[src/rtl/writeback_buffer_if.sv]
// Bundle of the victim hand-off, hazard-check and memory write-port signals
// shared between the cache controller, the write-back buffer and main memory.
interface writeback_buffer_if #(
    parameter int ADDRESS_WIDTH = 32,
    parameter int DATA_WIDTH    = 32,
    parameter int BLOCK_SIZE    = 32
);
    logic                       victim_valid;
    logic                       victim_dirty;
    logic [ADDRESS_WIDTH-1:0]   victim_addr;
    logic [BLOCK_SIZE*8-1:0]    victim_data;
    logic                       victim_ready;
    logic                       victim_done;
    logic [ADDRESS_WIDTH-1:0]   check_addr;
    logic                       check_hit;
    logic                       mem_req;
    logic [ADDRESS_WIDTH-1:0]   mem_addr;
    logic [DATA_WIDTH-1:0]      mem_wdata;
    logic                       mem_last;
    logic                       mem_ready;
    logic                       empty;
    logic                       full;

    // Controller and memory side.
    modport master (
        output victim_valid, victim_dirty, victim_addr, victim_data,
        output check_addr, mem_ready,
        input  victim_ready, victim_done, check_hit,
        input  mem_req, mem_addr, mem_wdata, mem_last, empty, full
    );

    // Write-back buffer side.
    modport slave (
        input  victim_valid, victim_dirty, victim_addr, victim_data,
        input  check_addr, mem_ready,
        output victim_ready, victim_done, check_hit,
        output mem_req, mem_addr, mem_wdata, mem_last, empty, full
    );
endinterface

[src/rtl/writeback_buffer.sv]
// Dirty-victim write-back buffer: queues dirty cache lines in a small FIFO and
// drains them word by word to memory, flagging refills that hit a pending line.
module writeback_buffer #(
    parameter int ADDRESS_WIDTH = 32,
    parameter int DATA_WIDTH    = 32,
    parameter int BLOCK_SIZE    = 32,
    parameter int DEPTH         = 2
) (
    input  logic               clk,
    input  logic               reset,
    writeback_buffer_if.slave  bus
);
    localparam int WORDS      = BLOCK_SIZE * 8 / DATA_WIDTH;
    localparam int PTR_W      = $clog2(DEPTH);
    localparam int BEAT_W     = (WORDS > 1) ? $clog2(WORDS) : 1;
    localparam int LINE_W     = BLOCK_SIZE * 8;
    localparam int WORD_BYTES = DATA_WIDTH / 8;

    localparam logic [0:0] S_IDLE = 1'b0;
    localparam logic [0:0] S_SEND = 1'b1;

    localparam logic [BEAT_W-1:0]        LAST_BEAT  = BEAT_W'(WORDS - 1);
    localparam logic [PTR_W:0]           FULL_COUNT = (PTR_W + 1)'(DEPTH);
    localparam logic [ADDRESS_WIDTH-1:0] BLOCK_MASK = ~ADDRESS_WIDTH'(BLOCK_SIZE - 1);

    logic [0:0]               r_state;
    logic [BEAT_W-1:0]        r_beat;
    logic [PTR_W-1:0]         r_wr_ptr;
    logic [PTR_W-1:0]         r_rd_ptr;
    logic [PTR_W:0]           r_count;
    logic [DEPTH-1:0]         r_vld;
    logic                     r_done;
    logic [ADDRESS_WIDTH-1:0] r_addr_mem [DEPTH];
    logic [LINE_W-1:0]        r_line_mem [DEPTH];

    logic                     w_full;
    logic                     w_empty;
    logic                     w_victim_ready;
    logic                     w_accept;
    logic                     w_push;
    logic                     w_sending;
    logic                     w_pop;
    logic                     w_hit;
    logic [LINE_W-1:0]        w_line;
    logic [DATA_WIDTH-1:0]    w_words [WORDS];

    assign w_full         = (r_count == FULL_COUNT);
    assign w_empty        = (r_count == '0);
    // Clean victims never need storage, so they are accepted even when full.
    assign w_victim_ready = !w_full || !bus.victim_dirty;
    assign w_accept       = bus.victim_valid && w_victim_ready;
    assign w_push         = w_accept && bus.victim_dirty;
    assign w_sending      = (r_state == S_SEND);
    assign w_pop          = w_sending && bus.mem_ready && (r_beat == LAST_BEAT);

    always_comb begin
        w_hit = 1'b0;
        for (int i = 0; i < DEPTH; i++) begin
            if (r_vld[i] && (((r_addr_mem[i] ^ bus.check_addr) & BLOCK_MASK) == '0)) begin
                w_hit = 1'b1;
            end
        end
    end

    assign w_line = r_line_mem[r_rd_ptr];

    always_comb begin
        for (int i = 0; i < WORDS; i++) begin
            w_words[i] = w_line[i*DATA_WIDTH +: DATA_WIDTH];
        end
    end

    assign bus.victim_ready = w_victim_ready;
    assign bus.victim_done  = r_done;
    assign bus.check_hit    = w_hit;
    assign bus.empty        = w_empty;
    assign bus.full         = w_full;
    assign bus.mem_req      = w_sending;
    // Beat fields are forced to zero outside SEND so they read zero from reset.
    assign bus.mem_addr     = w_sending
                              ? r_addr_mem[r_rd_ptr] + (ADDRESS_WIDTH'(r_beat) * ADDRESS_WIDTH'(WORD_BYTES))
                              : '0;
    assign bus.mem_wdata    = w_sending ? w_words[r_beat] : '0;
    assign bus.mem_last     = w_sending && (r_beat == LAST_BEAT);

    always_ff @(posedge clk) begin
        if (reset) begin
            r_state  <= S_IDLE;
            r_beat   <= '0;
            r_wr_ptr <= '0;
            r_rd_ptr <= '0;
            r_count  <= '0;
            r_vld    <= '0;
            r_done   <= 1'b0;
        end else begin
            r_done <= w_accept;

            if (w_push) begin
                r_wr_ptr        <= r_wr_ptr + 1'b1;
                r_vld[r_wr_ptr] <= 1'b1;
            end
            // A push never targets the slot being popped: that needs count == DEPTH.
            if (w_pop) begin
                r_rd_ptr        <= r_rd_ptr + 1'b1;
                r_vld[r_rd_ptr] <= 1'b0;
            end

            case ({w_push, w_pop})
                2'b10:   r_count <= r_count + 1'b1;
                2'b01:   r_count <= r_count - 1'b1;
                default: r_count <= r_count;
            endcase

            case (r_state)
                S_IDLE: begin
                    if (!w_empty) begin
                        r_state <= S_SEND;
                        r_beat  <= '0;
                    end
                end
                S_SEND: begin
                    if (bus.mem_ready) begin
                        if (r_beat == LAST_BEAT) begin
                            r_state <= S_IDLE;
                            r_beat  <= '0;
                        end else begin
                            r_beat <= r_beat + 1'b1;
                        end
                    end
                end
            endcase
        end
    end

    // Line storage carries no reset; validity lives in r_vld and r_count.
    always_ff @(posedge clk) begin
        if (w_push) begin
            r_addr_mem[r_wr_ptr] <= bus.victim_addr & BLOCK_MASK;
            r_line_mem[r_wr_ptr] <= bus.victim_data;
        end
    end
endmodule

[src/flat_wrapper.sv]
// flat-port wrapper written by rule: the top's interface ports become plain ports
module writeback_buffer_flat 
#(
    parameter int ADDRESS_WIDTH = 32,
    parameter int DATA_WIDTH    = 32,
    parameter int BLOCK_SIZE    = 32,
    parameter int DEPTH         = 2
)
  (clk, reset, bus_victim_valid, bus_victim_dirty, bus_victim_addr, bus_victim_data, bus_check_addr, bus_mem_ready, bus_victim_ready, bus_victim_done, bus_check_hit, bus_mem_req, bus_mem_addr, bus_mem_wdata, bus_mem_last, bus_empty, bus_full);
  writeback_buffer_if #(.ADDRESS_WIDTH(ADDRESS_WIDTH), .DATA_WIDTH(DATA_WIDTH), .BLOCK_SIZE(BLOCK_SIZE)) bus_i ();
  input  logic clk;
  input  logic reset;
  input wire logic [$bits(bus_i.victim_valid)-1:0] bus_victim_valid;
  input wire logic [$bits(bus_i.victim_dirty)-1:0] bus_victim_dirty;
  input wire logic [$bits(bus_i.victim_addr)-1:0] bus_victim_addr;
  input wire logic [$bits(bus_i.victim_data)-1:0] bus_victim_data;
  input wire logic [$bits(bus_i.check_addr)-1:0] bus_check_addr;
  input wire logic [$bits(bus_i.mem_ready)-1:0] bus_mem_ready;
  output wire logic [$bits(bus_i.victim_ready)-1:0] bus_victim_ready;
  output wire logic [$bits(bus_i.victim_done)-1:0] bus_victim_done;
  output wire logic [$bits(bus_i.check_hit)-1:0] bus_check_hit;
  output wire logic [$bits(bus_i.mem_req)-1:0] bus_mem_req;
  output wire logic [$bits(bus_i.mem_addr)-1:0] bus_mem_addr;
  output wire logic [$bits(bus_i.mem_wdata)-1:0] bus_mem_wdata;
  output wire logic [$bits(bus_i.mem_last)-1:0] bus_mem_last;
  output wire logic [$bits(bus_i.empty)-1:0] bus_empty;
  output wire logic [$bits(bus_i.full)-1:0] bus_full;
  assign bus_i.victim_valid = bus_victim_valid;
  assign bus_i.victim_dirty = bus_victim_dirty;
  assign bus_i.victim_addr = bus_victim_addr;
  assign bus_i.victim_data = bus_victim_data;
  assign bus_i.check_addr = bus_check_addr;
  assign bus_i.mem_ready = bus_mem_ready;
  assign bus_victim_ready = bus_i.victim_ready;
  assign bus_victim_done = bus_i.victim_done;
  assign bus_check_hit = bus_i.check_hit;
  assign bus_mem_req = bus_i.mem_req;
  assign bus_mem_addr = bus_i.mem_addr;
  assign bus_mem_wdata = bus_i.mem_wdata;
  assign bus_mem_last = bus_i.mem_last;
  assign bus_empty = bus_i.empty;
  assign bus_full = bus_i.full;
  writeback_buffer #(.ADDRESS_WIDTH(ADDRESS_WIDTH), .DATA_WIDTH(DATA_WIDTH), .BLOCK_SIZE(BLOCK_SIZE), .DEPTH(DEPTH)) u_core (.clk(clk), .reset(reset), .bus(bus_i));
endmodule
[config.mk]
export PLATFORM = sky130hd
export DESIGN_NAME = writeback_buffer_flat
export DESIGN_NICKNAME = d
export VERILOG_FILES = /design/src/rtl/writeback_buffer_if.sv /design/src/rtl/writeback_buffer.sv /design/src/flat_wrapper.sv
export SDC_FILE = /design/constraint.sdc
export NUM_CORES = 1
export LEC_CHECK = 0
export BUFFER_PORTS_ARGS = -buffer_cell sky130_fd_sc_hd__buf_2
export CAP_MARGIN = 20
export CORE_ASPECT_RATIO = 1.4
export CORE_UTILIZATION = 35
export CTS_CLUSTER_DIAMETER = 100
export DETAILED_ROUTE_END_ITERATION = 10
export PLACE_DENSITY = 0.61
export SYNTH_ARGS = -nofsm -noshare
export SYNTH_HDL_FRONTEND = slang
export SYNTH_SLANG_ARGS = --single-unit
[constraint.sdc]
create_clock -name clk -period 35.7 [get_ports clk]
set_input_delay 3.57 -clock clk [delete_from_list [all_inputs] [get_ports clk]]
set_output_delay 3.57 -clock clk [all_outputs]
set_load 0.02 [all_outputs]
==> results of run 1 <==
[power by group through the flow]
stage | logic, uW | clock network [uW] | registers, uW
6_report | 87.9 | 551 | 781
3_3_place_gp | 87.3 | 0 | 794
5_1_grt | 96.0 | 593 | 783
2_1_floorplan | 48.2 | 0 | 808
4_1_cts | 90.2 | 570 | 782
3_5_place_dp | 89.9 | 0 | 796
[logic make-up after synthesis]
logic type               Yosys count  synth area share
AND/OR/NAND/NOR                   75           0.01880
adder cells (fa/ha/maj)            3          0.001649
AO/OA/AOI/OAI                     41           0.01132
XOR/XNOR                          58           0.02232
multiplexers                     219            0.1726
buffers and inverters             57           0.01599
flip-flops                       578            0.7572
other                              1         0.0001647
[metal layers]
| layer | track usage | wire [um] | vias up |
|---|---|---|---|
| met3 | 0.03473 | 2771 | 89 |
| met2 | 0.2656 | 26790 | 328 |
| met4 | 0.06043 | 1418 | 8 |
| li1 | - | - | 5142 |
| met1 | 0.1770 | 19170 | 5818 |
| met5 | 0 | 46 | - |
[critical path: cells and delay by family]
family / cells / cell delay [ps]
and+or+nand+nor: 2 / 780
AOI/OAI and AO/OA: 1 / 160
xor gates and xnor gates: 1 / 160
buffers and inverters: 2 / 320
[cells in the mapped netlist, types with 2 or more instances]
library cell	instances	area, um^2
edfxtp_1	566	17000
mux4_2	92	2072
mux2i_1	91	910.9
mux4_1	36	945.9
o22ai_1	33	206.5
xnor2_1	33	289.0
nor2b_1	29	181.4
xor2_1	25	219.0
buf_2	18	90.09
clkbuf_1	15	56.30
buf_6	14	157.7
dfxtp_1	12	240.2
nor2_1	11	41.29
nand4_1	8	50.05
buf_4	6	45.04
nor4_1	6	37.54
nor3_1	5	25.02
and2_1	4	25.02
nand2_1	4	15.01
a21oi_1	3	15.01
ha_1	3	37.54
inv_1	3	11.26
nand3_1	2	10.01
or4_1	2	15.01
[cell type report]
type,count,area [um^2]
Antenna cell,12,30.03
Clock buffer,67,1464
Clock inverter,35,232.7
Fill cell,5668,37010
Inverter,3,11.26
Multi-Input combinational cell,398,5180
Sequential cell,578,17250
Tap cell,840,1051
Timing Repair Buffer,395,2044
[registers in the layout, indices dropped and copies added, names as in the netlist, named ones only]
register and count:
u_core.bus.mem_req 1, u_core.r_addr_mem 54, u_core.bus.victim_done 1, u_core.r_vld 2, u_core.r_wr_ptr 1, u_core.r_count 2
u_core.r_beat 3, u_core.r_line_mem 512, u_core.r_rd_ptr 1
[worst max path at each step]
stage                       startpoint                                end  depth (start not counted)
finish              bus_check_addr[27]                      bus_check_hit                          6
global route        bus_check_addr[27]                      bus_check_hit                          6
CTS                 bus_check_addr[27]                      bus_check_hit                          6
detailed placement  bus_check_addr[27]                      bus_check_hit                          6
global placement     bus_check_addr[6]                      bus_check_hit                          6
floorplan             bus_victim_valid  u_core.r_addr_mem[0][0]$_DFFE_PP_                          2
[through the flow]
stage	worst slack [ps]	hold WS, ps
floorplan	11740	440.4
global placement	27100	460.6
detailed placement	27110	464.7
CTS	27110	481.6
global route	27070	491.9
finish	27140	477.5
==> impl_metrics.csv, run 1 <==
group,metric,value,unit
outcome,outcome,"finished, final reports clean",
place,dp_hpwl,31.71,mm
drt,drc,0,
setup_path,slowest_stage,"or4_1",
power,peakVddDrop,0.04527,mV
setup_path,required,32130,ps
setup_path,rrSetupSlack,32650,ps
sta,maxSlewViolCount,0,
power,leakage,0.009138,uW
yosys,yosysSeqAreaShare,0.7572,
layout,fin_nets,1760,
sta,fin_tns_setup,0,ps
drt,wire_per_inst,21.56,um
layout,final_util,0.4241,
grt,grt_pass1_wl,74.46,mm
sta,worst_pin_slew,1075,ps
power,sw_frac_of_total,0.2128,
worst_hold_path,worstHoldStart,"u_core.r_vld[1]$_SDFF_PP0_",
setup_path,cp_cell_sequence,"buf_2 > xnor2_1 > nand4_1 > or4_1 > o22ai_1 > buf_2",
job,cap_violations,0,
clocking,clockBufferDepth,3,
die,dieArea,66080,um^2
yosys,syn_avg_cell_area,22.06,um^2
place,place_area,25530,um^2
place,io_buffers,383,
drt,drtAntennaViolNets,0,
worst_hold_path,hold_path_depth,1,
setup_path,endpoint_kind,"primary output",
grt,grt_max_degree,167,
layout,final_area,27260,um^2
layout,fin_cells,2328,
yosys,synth_seq_cells,578,
power,power_density,52.12,nW/um^2
place,dp.cells,2214,
setup_path,r2r_start,"u_core.r_beat[0]$_SDFFE_PP0P_",
setup_path,slowest_delay,590,ps
power,total_power,1421,uW
setup_path,start_kind,"primary input",
yosys,syn_area,22760,um^2
die,coreArea,64270,um^2
clocking,cts.clk_slew.worst_paths,60,ps
setup_path,path_max_fanout,2,
drt,vias,11390,
drt,drt_iter0_markers,602,
layout,syn_to_final_growth,19.75,%
sta,slew-limit-headroom,0.2831,
clocking,clock_sinks,578,
yosys,yosysWarnings,0,
setup_path,path_class,"in -> out",
clocking,cts_max_level,2,
sta,setup_viol,0,
power,p_comb_frac,0.062,
power,p_clk_frac,0.388,
setup_path,r2r_end,"u_core.r_count[1]$_SDFFE_PP0P_",
setup_path,crit_top_cell,"buf_2",
worst_hold_path,hold_class,"reg -> reg",
grt,grt_pass1_vias,12520,
grt,grt_util_all_layers,0.1513,
sta,rsz0062_at_grt,"no",
power,p_sw,302.3,uW
sta,period_needed,8558,ps
yosys,synth_edf_count,566,
clocking,cts_tree,"built",
layout,final_cell_mix,"566 x edfxtp_1, 383 x buf_2, 92 x mux4_2, 91 x mux2i_1, 57 x clkbuf_16",
clocking,worstSkewPairLatency,610,ps
clocking,cts-buffers-inserted,56,
drt,firstDrtPassIters,4,
power,sequentialPowerShare,0.550,
yosys,synth-async-reset-ratio,0,
grt,antenna_found_initial,19,
die,die_h,303.8,um
power,internal-power,1118,uW
sta,hold_viol_final,0,
yosys,synthCells,1032,
die,rows,110,
clocking,ctsHoldBuffers,0,
die,floorplan.initialDensity,0.3542,
die,ios,396,
yosys,yosysUniqueCellTypes,35,
clocking,post_cts_resized,0,
sta,skew,21.28,ps
sta,fmax,116.9,MHz
place,gp_congestion,0.7618,
worst_hold_path,min_to,"u_core.r_vld[1]$_SDFF_PP0_",
clocking,post-cts-setup-buffers,0,
clocking,cts_root_buffer,"clkbuf_16",
die,die_x,217.5,um
layout,final_common_cell,"edfxtp_1",
grt,grt.overflow.total,0,
layout,layout-drive-gt1-share,0.3889,
setup_path,critPathArrivalTime,4990,ps
yosys,synth_top_flop_cell,"edfxtp_1",
drt,vias_per_cell,4.890,
sta,period_share,0.2397,
setup_path,rr_worst_depth,7,
drt,postRouteWirelength,50.20,mm
(Power assumes the default switching activity.)
==> inputs of run 2 (changes only) <==
==> constraint.sdc (replaced) <==
create_clock -name clk -period 8.05 [get_ports clk]
set_input_delay 0.805 -clock clk [delete_from_list [all_inputs] [get_ports clk]]
set_output_delay 0.805 -clock clk [all_outputs]
set_load 0.02 [all_outputs]
==> impl_metrics.csv, run 2 (synthesis gave the netlist of run 1 again) <==
group,metric,value,unit
drt,wire_per_inst,21.48,um
drt,drtAntennaViolNets,0,
sta,fmax,221.0,MHz
sta,fin_tns_setup,0,ps
sta,hold_viol_final,0,
die,coreArea,64270,um^2
sta,skew,22.74,ps
die,ios,396,
layout,largest_reg_flops,512,
power,leakage,0.009168,uW
die,die_h,303.8,um
sta,hold_ws,374.7,ps
grt,grt_pass1_vias,12510,
die,dieArea,66080,um^2
setup_path,required,7240,ps
drt,drt_iter0_markers,625,
place,gp_congestion,0.7820,
die,die_x,217.5,um
setup_path,critPathArrivalTime,3720,ps
clocking,cts.clk_slew.worst_paths,70,ps
clocking,cts_tree,"built",
grt,antenna_found_initial,14,
layout,fin_nets,1762,
sta,setup_viol,0,
place,dp_hpwl,31.88,mm
drt,firstDrtPassIters,5,
setup_path,endpoint_kind,"primary output",
setup_path,start_kind,"register",
layout,syn_to_final_growth,20.22,%
job,cap_violations,0,
clocking,ctsHoldBuffers,0,
drt,vias,11370,
power,peakVddDrop,0.1699,mV
sta,period_needed,4526,ps
power,power_density,233.1,nW/um^2
grt,grt_util_all_layers,0.1499,
drt,vias_per_cell,4.893,
sta,rsz0062_at_grt,"no",
clocking,clock_sinks,578,
layout,final_cell_mix,"566 x edfxtp_1, 383 x buf_2, 92 x mux4_2, 91 x mux2i_1, 55 x clkbuf_16",
grt,grt_pass1_wl,73.91,mm
drt,drc,0,
sta,period_share,0.5622,
sta,slew-limit-headroom,0.1776,
sta,maxSlewViolCount,0,
sta,worst_pin_slew,1234,ps
layout,largest-register,"u_core.r_line_mem",
die,rows,110,
clocking,cts_root_buffer,"clkbuf_16",
layout,final_area,27370,um^2
clocking,post-cts-setup-buffers,0,
die,floorplan.initialDensity,0.3542,
layout,final_common_cell,"edfxtp_1",
clocking,clockBufferDepth,3,
clocking,cts-buffers-inserted,55,
grt,grt.overflow.total,0,
clocking,post_cts_resized,0,
place,place_area,25550,um^2
drt,postRouteWirelength,49.90,mm
clocking,worstSkewPairLatency,620,ps
setup_path,path_class,"reg -> out",
outcome,outcome,"finished, final reports clean",
clocking,cts_max_level,2,
layout,layout-drive-gt1-share,0.3934,
worst_hold_path,hold_class,"in -> reg",
grt,grt_max_degree,173,
setup_path,path_max_fanout,46,
place,io_buffers,383,
layout,top_regs,"u_core.r_line_mem (512), u_core.r_addr_mem (54), u_core.r_beat (3)",
[run 2: cell count changes in the layout (fill, tap and decap cells not counted), moves of 2 or more]
| cell | delta |
|---|---|
| clkbuf_16 | -2 |
| clkinv_1 | -7 |
| clkbuf_1 | +2 |
| buf_16 | +2 |
| clkinvlp_4 | +4 |
| diode_2 | -6 |
| bufinv_16 | +2 |
| inv_6 | +2 |
| clkinv_2 | -6 |
| clkbuf_8 | +3 |
[run 2: routing by layer]
layer / GRT usage / vias to the layer above / wire length (um)
met1: 0.1696 / 5812 / 18980
met4: 0.05388 / 14 / 1358
li1: - / 5133 / -
met3: 0.03684 / 89 / 2851
met5: 0 / - / 70
met2: 0.2702 / 318 / 26640
[run 2: path summary, 6_finish.rpt]
kind | start | endpoint | slack [ps] | depth (start not counted)
min | bus_victim_data[232] | u_core.r_line_mem[1][232]$_DFFE_PP_ | 370 | 1
min reg2reg | u_core.r_vld[1]$_SDFF_PP0_ | u_core.r_vld[1]$_SDFF_PP0_ | 520 | 1
max reg2reg | u_core.r_beat[1]$_SDFFE_PP0P_ | u_core.r_count[1]$_SDFFE_PP0P_ | 4770 | 7
max | register | bus_mem_wdata[9] | 3520 | 5
[run 2: cell type report]
cell class | instances | area (um^2)
Antenna cell | 6 | 15.01
Clock buffer | 70 | 1463
Clock inverter | 30 | 284.0
Fill cell | 5642 | 36910
Inverter | 3 | 11.26
Multi-Input combinational cell | 398 | 5189
Sequential cell | 578 | 17250
Tap cell | 840 | 1051
Timing Repair Buffer | 398 | 2107
[run 2: through the flow]
| step | power [uW] | worst slack (ps) | utilization | cells |
|---|---|---|---|---|
| after floorplan | 3752 | 12.19 | - | 1033 |
| after global placement | 3910 | 4023 | 0.3975 | 2215 |
| after detailed placement | 3929 | 4033 | 0.3975 | 2215 |
| after CTS | 6475 | 3354 | 0.4247 | 2315 |
| after global routing | 6598 | 3269 | 0.4258 | 2322 |
| final | 6379 | 3525 | 0.4258 | 2323 |
[run 2: worst max-delay path, cell delays in order (launching register included)]
cell	delay, ps
dfxtp_4	950
buf_4	830
mux4_1	660
mux2i_1	280
o22ai_1	140
buf_2	190
[run 2: where the power goes]
part           switching [uW]  internal (uW)
registers                30.5           3430
clock network            1100           1420
logic                     221            174
total                    1360           5020
==> inputs of run 3 (changes only) <==
==> constraint.sdc (replaced) <==
create_clock -name clk -period 4.2 [get_ports clk]
set_input_delay 0.42 -clock clk [delete_from_list [all_inputs] [get_ports clk]]
set_output_delay 0.42 -clock clk [all_outputs]
set_load 0.02 [all_outputs]
==> impl_metrics.csv, run 3 (synthesis gave the netlist of run 1 again) <==
group,metric,value,unit
setup_path,endpoint_kind,"primary output",
sta,fmax,295.0,MHz
job,cap_violations,0,
place,gp_congestion,0.7757,
place,pre_cts_ws,1350,ps
sta,period_needed,3389,ps
layout,final_common_cell,"edfxtp_1",
drt,drt_iter0_markers,811,
setup_path,r2r_start,"u_core.r_beat[0]$_SDFFE_PP0P_",
die,die_h,303.8,um
die,coreArea,64270,um^2
drt,firstDrtPassIters,4,
clocking,cts-buffers-inserted,56,
sta,fin_ws,810.6,ps
setup_path,start_kind,"register",
die,rows,110,
die,ios,396,
grt,grt_pass1_vias,14170,
clocking,post_cts_resized,0,
layout,largest-register,"u_core.r_line_mem",
power,power_density,422.3,nW/um^2
sta,setup_viol,0,
layout,layout-drive-gt1-share,0.3339,
grt,grt_max_degree,173,
worst_hold_path,hold_class,"in -> reg",
drt,vias_per_cell,4.801,
die,dieArea,66080,um^2
grt,grtUsageMet3,0.03143,
setup_path,path_class,"reg -> out",
setup_path,slowest_stage,"dfxtp_4",
place,place_area,25710,um^2
sta,slew-limit-headroom,0.1001,
power,leakage,0.01049,uW
setup_path,critPathArrivalTime,2970,ps
layout,final_area,30470,um^2
drt,postRouteWirelength,53.36,mm
clocking,cts_tree,"built",
layout,largest_reg_flops,512,
sta,worst_pin_slew,1350,ps
grt,grt_pass1_wl,80.93,mm
grt,grt_busiest_layer,"met2",
sta,hold_viol_final,0,
setup_path,cp.depth,5,
sta,hold_ws,147.8,ps
sta,fin_tns_setup,0,ps
setup_path,rr_worst_depth,6,
drt,drtAntennaViolNets,0,
clocking,cts_max_level,2,
drt,drc,0,
clocking,post-cts-setup-buffers,0,
layout,top_regs,"u_core.r_line_mem (512), u_core.r_addr_mem (54), u_core.r_beat (3)",
setup_path,r2r_end,"u_core.r_count[1]$_SDFFE_PP0P_",
clocking,clock_sinks,578,
place,dp_hpwl,33.36,mm
setup_path,crit_family,"flip-flops",
die,die_x,217.5,um
sta,period_share,0.8070,
setup_path,cp_cell_sequence,"buf_12 > mux4_1 > mux2i_1 > o22ai_1 > buf_2",
clocking,clockBufferDepth,3,
setup_path,slowest_delay,850,ps
clocking,worstSkewPairLatency,610,ps
setup_path,rrSetupSlack,1680,ps
clocking,cts_root_buffer,"clkbuf_16",
outcome,outcome,"finished, final reports clean",
place,dp.cells,2223,
sta,rsz0062_at_grt,"no",
layout,final_cell_mix,"566 x edfxtp_1, 383 x buf_2, 283 x dlygate4sd3_1, 92 x mux4_2, 91 x mux2i_1",
drt,wire_per_inst,20.39,um
power,peakVddDrop,0.3630,mV
grt,grt_util_all_layers,0.1616,
grt,gr-usage-met1,0.1854,
layout,fin_cells,2617,
grt,use_met2,0.2963,
setup_path,required,3780,ps
place,io_buffers,383,
layout,syn_to_final_growth,33.84,%
layout,fin_nets,2052,
sta,maxSlewViolCount,0,
setup_path,path_max_fanout,33,
grt,antenna_found_initial,8,
sta,skew,17.71,ps
setup_path,cp.buffers_inverters,2,
drt,vias,12570,
grt,grt.overflow.total,0,
die,floorplan.initialDensity,0.3542,
clocking,cts.clk_slew.worst_paths,60,ps
setup_path,crit_end,"bus_mem_wdata[12]",
-- run 3: changes by cell type in the layout (fill, tap and decap cells not counted), moves of 2 or more --
cell and change:
buf_16 -2, clkinv_1 +3, clkbuf_8 -3, clkinv_2 +4
bufinv_16 +6, clkinvlp_4 -6, dlygate4sd3_1 +283, buf_12 +6
buf_4 +2, clkbuf_16 +2
-- run 3: what timing repair did --
action | 4_1_cts | 5_1_grt
hold endpoints to repair | 566 | 0
endpoints found under the setup margin | 0 | 0
hold buffers | 283 | 0
-- run 3: through the flow --
stage               total power [uW]  utilization
floorplan                       7188            -
global placement                7502       0.4000
detailed placement              7538       0.4000
CTS                            13030       0.4738
global route                   13290       0.4740
finish                         12870       0.4740
-- run 3: worst min path at each step --
stage	start	slack [ps]	depth (start not counted)	endpoint
after floorplan	u_core.r_vld[1]$_SDFF_PP0_	440	1	u_core.r_vld[1]$_SDFF_PP0_
after global placement	u_core.r_vld[1]$_SDFF_PP0_	480	1	u_core.r_vld[1]$_SDFF_PP0_
after detailed placement	u_core.r_vld[1]$_SDFF_PP0_	490	1	u_core.r_vld[1]$_SDFF_PP0_
after CTS	bus_mem_ready	90	3	u_core.r_beat[2]$_SDFFE_PP0P_
after global routing	bus_victim_valid	120	2	u_core.bus.victim_done$_SDFF_PP0_
final	bus_mem_ready	150	3	u_core.r_beat[2]$_SDFFE_PP0P_
-- run 3: tightest hold or removal path: cells and delay by family --
kind,cells,cell delay [ps]
buf+inv,1,110
compound gates,1,90
simple gates,1,90
-- run 3: power breakdown --
group | switching, uW | internal (uW)
logic | 475 | 506
registers | 72.0 | 6580
clock network | 2130 | 3100
-- run 3: area by class of cell --
class	instances	area, um^2
repair buffers	687	5020
flip-flops and latches	578	17250
clock buffers	68	1468
multi-input cells	398	5210
inverters	3	11.26
clock inverters	36	441.7
diodes	7	17.52
fillers	5368	33810
well taps	840	1051
-- run 3: routing by layer --
layer | routed length (um) | vias to the layer above
li1 | - | 5719
met1 | 20510 | 6393
met2 | 28820 | 358
met3 | 2570 | 93
met4 | 1441 | 2
met5 | 13 | -
